[src/rtl/demux_4_stream.sv]
// demux_4_stream
//   Four-way stream demultiplexer. One WIDTH-bit word per cycle enters on a
//   single valid/ready channel and is steered by IN_SEL into one of four
//   2-entry FIFOs. Each FIFO drives its own valid/ready output channel, so a
//   stalled consumer only blocks words addressed to it.
//
// Ports
//   CLK        in   rising-edge clock
//   RST_N      in   asynchronous active-low reset
//   IN_VALID   in   input word present
//   IN_READY   out  FIFO[IN_SEL] has room (depends only on IN_SEL + occupancy)
//   IN_SEL     in   destination channel 0..3
//   IN_DATA    in   input word
//   OUT_VALID  out  bit k: channel k holds a word
//   OUT_READY  in   bit k: channel k consumer accepts
//   OUT_DATA   out  channel k head word on [k*WIDTH +: WIDTH]
//   OUT_CNT    out  channel k delivery count on [k*CNT_WIDTH +: CNT_WIDTH]
//                   (only when DEMUX4_CNT_EN is defined)
//
// Build option
//   DEMUX4_CNT_EN : adds OUT_CNT and the per-channel wrapping delivery counters.

module demux_4_stream #(
    parameter int WIDTH     = 8,
    parameter int CNT_WIDTH = 8
) (
    input  logic                   CLK,
    input  logic                   RST_N,
    input  logic                   IN_VALID,
    output logic                   IN_READY,
    input  logic [1:0]             IN_SEL,
    input  logic [WIDTH-1:0]       IN_DATA,
    output logic [3:0]             OUT_VALID,
    input  logic [3:0]             OUT_READY,
    output logic [4*WIDTH-1:0]     OUT_DATA
`ifdef DEMUX4_CNT_EN
    ,
    output logic [4*CNT_WIDTH-1:0] OUT_CNT
`endif
);

    // Elaboration-time sanity check on the configuration.
    if (WIDTH < 1 || CNT_WIDTH < 1) begin : g_bad_param
        $error("demux_4_stream: WIDTH and CNT_WIDTH must be at least 1");
    end

    logic [1:0]       occ_q    [4];
    logic [1:0]       occ_d    [4];
    logic [3:0]       wr_ptr_q, wr_ptr_d;
    logic [3:0]       rd_ptr_q, rd_ptr_d;
    logic [WIDTH-1:0] mem_q    [4][2];
    logic [WIDTH-1:0] mem_d    [4][2];
    // Registered copy of the FIFO head so OUT_DATA comes straight from a flop
    // rather than through the read-pointer mux.
    logic [WIDTH-1:0] head_q   [4];
    logic [WIDTH-1:0] head_d   [4];
    logic [3:0]       push;
    logic [3:0]       pop;

    // Handshake decode
    always_comb begin
        IN_READY = (occ_q[IN_SEL] != 2'd2);
        OUT_VALID = '0;
        push      = '0;
        pop       = '0;
        OUT_DATA  = '0;
        for (int k = 0; k < 4; k++) begin
            OUT_VALID[k]               = (occ_q[k] != 2'd0);
            push[k]                    = IN_VALID && IN_READY && (IN_SEL == 2'(k));
            pop[k]                     = OUT_VALID[k] && OUT_READY[k];
            OUT_DATA[k*WIDTH +: WIDTH] = head_q[k];
        end
    end

    // FIFO next state
    always_comb begin
        wr_ptr_d = wr_ptr_q;
        rd_ptr_d = rd_ptr_q;
        for (int k = 0; k < 4; k++) begin
            occ_d[k]    = occ_q[k];
            mem_d[k][0] = mem_q[k][0];
            mem_d[k][1] = mem_q[k][1];
            if (push[k]) begin
                mem_d[k][wr_ptr_q[k]] = IN_DATA;
                wr_ptr_d[k]           = ~wr_ptr_q[k];
            end
            if (pop[k]) begin
                rd_ptr_d[k] = ~rd_ptr_q[k];
            end
            case ({push[k], pop[k]})
                2'b10:   occ_d[k] = occ_q[k] + 2'd1;
                2'b01:   occ_d[k] = occ_q[k] - 2'd1;
                default: occ_d[k] = occ_q[k];
            endcase
            // Head after this edge: covers push-into-empty and the
            // push+pop-at-occupancy-1 case where the new word becomes head.
            head_d[k] = mem_d[k][rd_ptr_d[k]];
        end
    end

    always_ff @(posedge CLK or negedge RST_N) begin
        if (!RST_N) begin
            wr_ptr_q <= '0;
            rd_ptr_q <= '0;
            for (int k = 0; k < 4; k++) begin
                occ_q[k]    <= '0;
                mem_q[k][0] <= '0;
                mem_q[k][1] <= '0;
                head_q[k]   <= '0;
            end
        end else begin
            wr_ptr_q <= wr_ptr_d;
            rd_ptr_q <= rd_ptr_d;
            for (int k = 0; k < 4; k++) begin
                occ_q[k]    <= occ_d[k];
                mem_q[k][0] <= mem_d[k][0];
                mem_q[k][1] <= mem_d[k][1];
                head_q[k]   <= head_d[k];
            end
        end
    end

`ifdef DEMUX4_CNT_EN
    logic [CNT_WIDTH-1:0] cnt_q [4];
    logic [CNT_WIDTH-1:0] cnt_d [4];

    // Delivery counters wrap naturally at 2^CNT_WIDTH.
    always_comb begin
        OUT_CNT = '0;
        for (int k = 0; k < 4; k++) begin
            cnt_d[k] = cnt_q[k] + {{(CNT_WIDTH-1){1'b0}}, pop[k]};
            OUT_CNT[k*CNT_WIDTH +: CNT_WIDTH] = cnt_q[k];
        end
    end

    always_ff @(posedge CLK or negedge RST_N) begin
        if (!RST_N) begin
            for (int k = 0; k < 4; k++) cnt_q[k] <= '0;
        end else begin
            for (int k = 0; k < 4; k++) cnt_q[k] <= cnt_d[k];
        end
    end
`endif

endmodule

[config.mk]
export PLATFORM = sky130hd
export DESIGN_NAME = demux_4_stream
export DESIGN_NICKNAME = d
export VERILOG_FILES = /design/src/rtl/demux_4_stream.sv
export SDC_FILE = /design/constraint.sdc
export NUM_CORES = 1
export LEC_CHECK = 0
export BUFFER_PORTS_ARGS = -buffer_cell sky130_fd_sc_hd__buf_2
export CELL_PAD_IN_SITES_DETAIL_PLACEMENT = 1
export CELL_PAD_IN_SITES_GLOBAL_PLACEMENT = 1
export CORE_MARGIN = 2
export CORE_UTILIZATION = 48
export CTS_CLUSTER_SIZE = 12
export DETAILED_ROUTE_END_ITERATION = 7
export GPL_ROUTABILITY_DRIVEN = 0
export PLACE_DENSITY = 0.88
export SETUP_SLACK_MARGIN = 0.4
export SLEW_MARGIN = 40
export SYNTH_ARGS = -nofsm -noshare
export SYNTH_HDL_FRONTEND = slang
export SYNTH_SLANG_ARGS = --single-unit
[constraint.sdc]
create_clock -name CLK -period 2.3 [get_ports CLK]
set_clock_uncertainty 0.15 [all_clocks]
set_input_delay 0.23 -clock CLK [delete_from_list [all_inputs] [get_ports CLK]]
set_output_delay 0.23 -clock CLK [all_outputs]
set_load 0.03 [all_outputs]
* After elaboration in Yosys (flattened, before gate mapping)
Index checks and enable logic that the tools add are counted.
** Word-level totals
- Output and inout bits :: 37
- Bits in registers :: 112
- Logic and storage cells :: 132
** Cells by class
- Muxes and demuxes :: 39
- Reductions and logical operators :: 22
- Bitwise logic cells :: 17
- Add/sub/neg operators :: 8
- Order comparisons :: 13
- Equal/unequal tests :: 12
** Operators with widths (number)
- $mux 8 :: 16
- $bwmux 16 :: 4
- $mux 16 :: 4
- $demux 8 s1 :: 4
- $ge 2x2->1 const B :: 8
- $not 1->2 :: 8
- $pmux 2 s2 :: 4
- $reduce_bool 2->1 :: 8
- $logic_and 1x1->1 :: 13
- $eq 2x2->1 const B :: 6
- $eq 2x1->1 const B :: 5
- $add 2x1->2 const B :: 4
- $lt 2x1->1 const B :: 4
- $not 1->1 :: 8
- $sub 2x1->2 const B :: 4
- $bmux 2 s2 :: 1
- $mux 1 :: 4
- $mux 2 :: 2
- $ge 3x3->1 const B :: 1
- $not 2->3 :: 1
- $logic_not 2->1 :: 1
- $ne 2x2->1 const B :: 1

* Depth between registers and ports, before layout
- Depth after elaboration :: 11
- Gate-level depth with buffers :: 8

* Least setup slack after synthesis
No wires, ideal clock.
- Path kind :: reg-to-reg
- From :: register occ_q[1] (netlist bit)
- To :: register occ_q[1] (netlist bit)
- Library setup time :: 79 ps
- Slack :: 419 ps
- Required time :: 2071 ps
- Clock period less this slack :: 1881 ps
- Data arrival time :: 1652 ps
- Stages on the path, launching flop included :: 8
- Path through :: dfrtp_1 nor2b_1 nor3b_2 inv_2 buf_2 ha_1 nor2_1 xor2_1
** On the way
- Longest elaborated chain between the ends :: 8
- Elaborated cells on any way between the ends :: 14
- Classes of those cells :: add/sub (2); eq/ne (3); mux (4); reduce/logical (5)
** Ends and longest elaborated chain
- start: declaration :: line 47 : logic [1:0] occ_q [4];
- start signal: indexed assignment :: line 115 : occ_q[k] <= occ_d[k];
- $bmux 2 s2 :: line 62 : IN_READY = (occ_q[IN_SEL] != 2'd2);
- $mux 2 (not written as such) (2 in a row) :: line 62
- $ne 2x2->1 :: line 62
- $logic_and 1x1->1 (2 in a row) :: line 69 : push[k] = IN_VALID && IN_READY && (IN_SEL == 2'(k));
- $eq 2x1->1 / $eq 2x2->1 (equally long branches) :: line 90 : case ({push[k], pop[k]})
- $pmux 2 s2 / $reduce_bool 2->1 (equally long branches)
Several ways; a longest one is shown, not always the timed one. The select of a mux whose other input is x is not followed.
A chain may end at the register's enable or synchronous reset.

* Final worst setup path
- From :: register occ_q[1] (netlist bit)
- To :: output port IN_READY
** On the way
- Longest elaborated chain between the ends :: 4
** Ends and longest elaborated chain
- $bmux 2 s2 :: line 62
- $mux 2 (not written as such) (2 in a row) :: line 62
- $ne 2x2->1 :: line 62
- end: declaration :: line 30 : output logic IN_READY,
No other way between the ends. The select of a mux whose other input is x is not followed.

==> impl_metrics.yaml <==
status:
  status: "finished clean"
route:
  viasPerCell: 5.58
  dr.first_iter.drc_count: 173
  firstDrtPassIters: 4
  drc_errors: 0
  ant_nets: 0
  wl_per_cell_um: 19.8
  drt_wl_total_um: 11700
  num_vias: 3301
floorplanning:
  ios: 54
  die_h_um: 106
  coreArea_sq_mm: 0.0102
  design.die.area_sq_mm: 0.0112
  die_w_um: 106
  start_util_pct: 48.9
  row_count: 37
clock_tree:
  cts_root_buffer: "clkbuf_8"
  cts_tree: "yes"
  max-clock-path-buffers: 2
  cts_made_buffers: 9
  cts.sinks: 112
  clkSlewWorstSetupHoldPaths_ns: 0.11
  cts_max_level: 3
  clk_latency_ns: 0.37
logic_synthesis:
  synthTopCellsByArea: "dfrtp_1, mux2_2, or2_2"
  syn_area_sq_mm: 0.00498
  syn_area_per_cell_sq_um: 13.1
  netlist_instances: 381
  yosysMostFrequentCell: "dfrtp_1"
  synth_nets: 402
  synth_edf_count: 0
  synth-seq-cells: 112
  yosysTopAreaCellShare_pct: 56.2
  yosysSeqAreaShare_pct: 56.2
  async_reset_ff_share_pct: 100
  yosys_most_used_dff: "dfrtp_1"
  yosys_warnings: 0
  synth_largest_area_cell: "dfrtp_1"
  synth.distinct_cells: 33
  netlist_top_cells_count: "dfrtp_1, mux2_2, or2_2, nor2_1"
sta:
  slew_viol_final: 0
  finalSetupViolCount: 0
  tightest_slew_ns: 0.596
  fmax_ghz: 0.504
  finalCriticalPeriod_ns: 1.98
  relSlewSlack_pct: 60.3
  rsz0062_at_grt: "yes"
  tns_ns: 0
  final_min_period_over_clock_period_pct: 86.3
  hold_viol: 0
finish:
  nets: 472
  drive_gt1_share_pct: 51.5
  instances_no_fill: 592
  area_delta_synth_final_pct: 17.1
  num_antenna_cells: 0
  postLayoutCellArea_sq_mm: 0.00584
min_path:
  min_path_type: "primary input to flip-flop"
setup_path:
  path_class: "flip-flop to primary output"
  path_cells: "nor2b_4 -> mux4_2 -> inv_2 -> buf_6"
  crit_path_start_kind: "flip-flop"
  cp_num_buf_inv: 2
  required_ns: 1.92
  rrSetupSlack_ns: 0.40
  slowest_stage: "mux4_2"
  cp_slowest_stage_delay_ns: 0.50
  critPathCaptureType: "primary output"
  crit_fanout: 2
  arrival_ns: 1.60
  cp_top_family: "multiplexers"
global_route:
  grt_first_pass_wirelength_um: 18800
  grt_pass1_vias: 3597
  grt_antenna_before_repair: 0
  grt_overflow: 0
  grt_max_degree: 45
  grt_usage_pct: 21.4
power:
  leakage_nw: 2.57
  p_per_area_mw_per_mm2: 1570
  vdd_drop_max_v: 0.000549
placement:
  dpl.hpwl_um: 7620
  placedCellCount: 561
  placed_area_sq_mm: 0.00542
  portBuffers: 53
run:
  drv_cap: 0
-- cells by family (layout without fill, tap and decap cells) --
logic type | count (synthesis) | count (layout) | share of synthesized area [%]
mux | 64 | 64 | 14.7
fa+ha+maj | 4 | 4 | 1.00
flops | 112 | 112 | 56.2
buf+inv | 25 | 100 | 2.36
simple gates | 102 | 102 | 11.6
compound gates | 51 | 51 | 9.11
xor+xnor | 23 | 23 | 5.02
-- repair_timing --
action                     4_1_cts  5_1_grt
pin swaps                        0        3
setup endpoints to repair       26       49
gates cloned                     0        1
resized for setup               15       14
setup buffers                    6        7
hold endpoints to repair        42        0
hold buffers                     1        0
-- stage by stage --
step / power [mW] / hold slack (ns) / util, % / setup WS, ns
detailed placement: 7.66 / 0.131 / 53.2 / 0.247
floorplan: 6.57 / -0.216 / - / 0.419
global route: 9.70 / 0.0933 / 57.3 / 0.241
global placement: 7.40 / 0.115 / 53.2 / 0.340
finish: 9.16 / 0.0779 / 57.3 / 0.315
CTS: 9.11 / 0.0771 / 56.2 / 0.322
-- final timing paths --
check | depth (start not counted) | startpoint | endpoint
setup reg to reg | 7 | occ_q[1]$_DFFE_PN0P_ | OUT_DATA[28]$_DFF_PN0_
max in group asynchronous | 3 | RST_N | OUT_DATA[25]$_DFF_PN0_
setup / recovery | 4 | occ_q[1]$_DFFE_PN0P_ | IN_READY
hold reg to reg | 1 | mem_q[7]$_DFF_PN0_ | mem_q[7]$_DFF_PN0_
hold / removal | 3 | IN_DATA[3] | mem_q[11]$_DFF_PN0_
min in group asynchronous | 2 | RST_N | OUT_DATA[11]$_DFF_PN0_
-- layout by cell type (no fill, tap or decap), types with 2 or more instances in the layout --
cell,instances
dfrtp_1,109
mux2_2,63
buf_2,51
or2_2,27
nor2_1,24
buf_4,19
o21ai_0,15
o221a_2,15
xnor2_1,12
nand2_1,9
o221a_1,9
clkbuf_8,9
nor3_2,8
nor3_1,8
o211a_1,7
nand2_2,6
xor2_1,6
ha_1,4
nor2_4,3
nor2b_1,3
nand2b_1,3
o21a_1,3
inv_2,3
or2_4,3
xnor3_1,3
dfrtp_2,3
buf_12,3
nor2b_4,2
clkinv_4,2
inv_1,2
xor2_2,2
nand3_1,2
inv_8,2
inv_6,2
buf_6,2
-- flip-flops by register name, summed over array words and instances, names as in the netlist --
register and flops:
rd_ptr_q 4, occ_q 8, mem_q 64, wr_ptr_q 4
OUT_DATA 32
-- where the power goes --
part | internal (mW) | total, mW | leakage, nW | switching, mW
Combinational | 1.98 | 4.34 | 1.13 | 2.36
Clock | 0.530 | 1.25 | 0.104 | 0.718
Sequential | 3.00 | 3.57 | 1.34 | 0.574
-- worst min-delay path, cell delays in order --
cell	delay, ns
buf_2	0.19
nand2_1	0.09
nand2_1	0.05
-- layout make-up --
| cell class | count | area [sq um] |
|---|---|---|
| Fill cell | 1050 | 4350 |
| Sequential cell | 112 | 2810 |
| Multi-Input combinational cell | 244 | 2120 |
| Timing Repair Buffer | 76 | 490 |
| Tap cell | 136 | 170 |
| Clock buffer | 9 | 124 |
| Clock inverter | 7 | 86.3 |
| Inverter | 7 | 33.8 |
| Timing Repair inverter | 1 | 5.00 |
-- per-layer routing --
metal | up-vias | GRT usage, % | share of wire, %
met3 | 16 | 4.05 | 2.9
met4 | 0 | 6.39 | 1.8
met5 | - | 0 | 0
li1 | 1477 | - | -
met2 | 67 | 38.0 | 54
met1 | 1741 | 26.7 | 42
No activity file was read; power rests on OpenSTA's default activity.
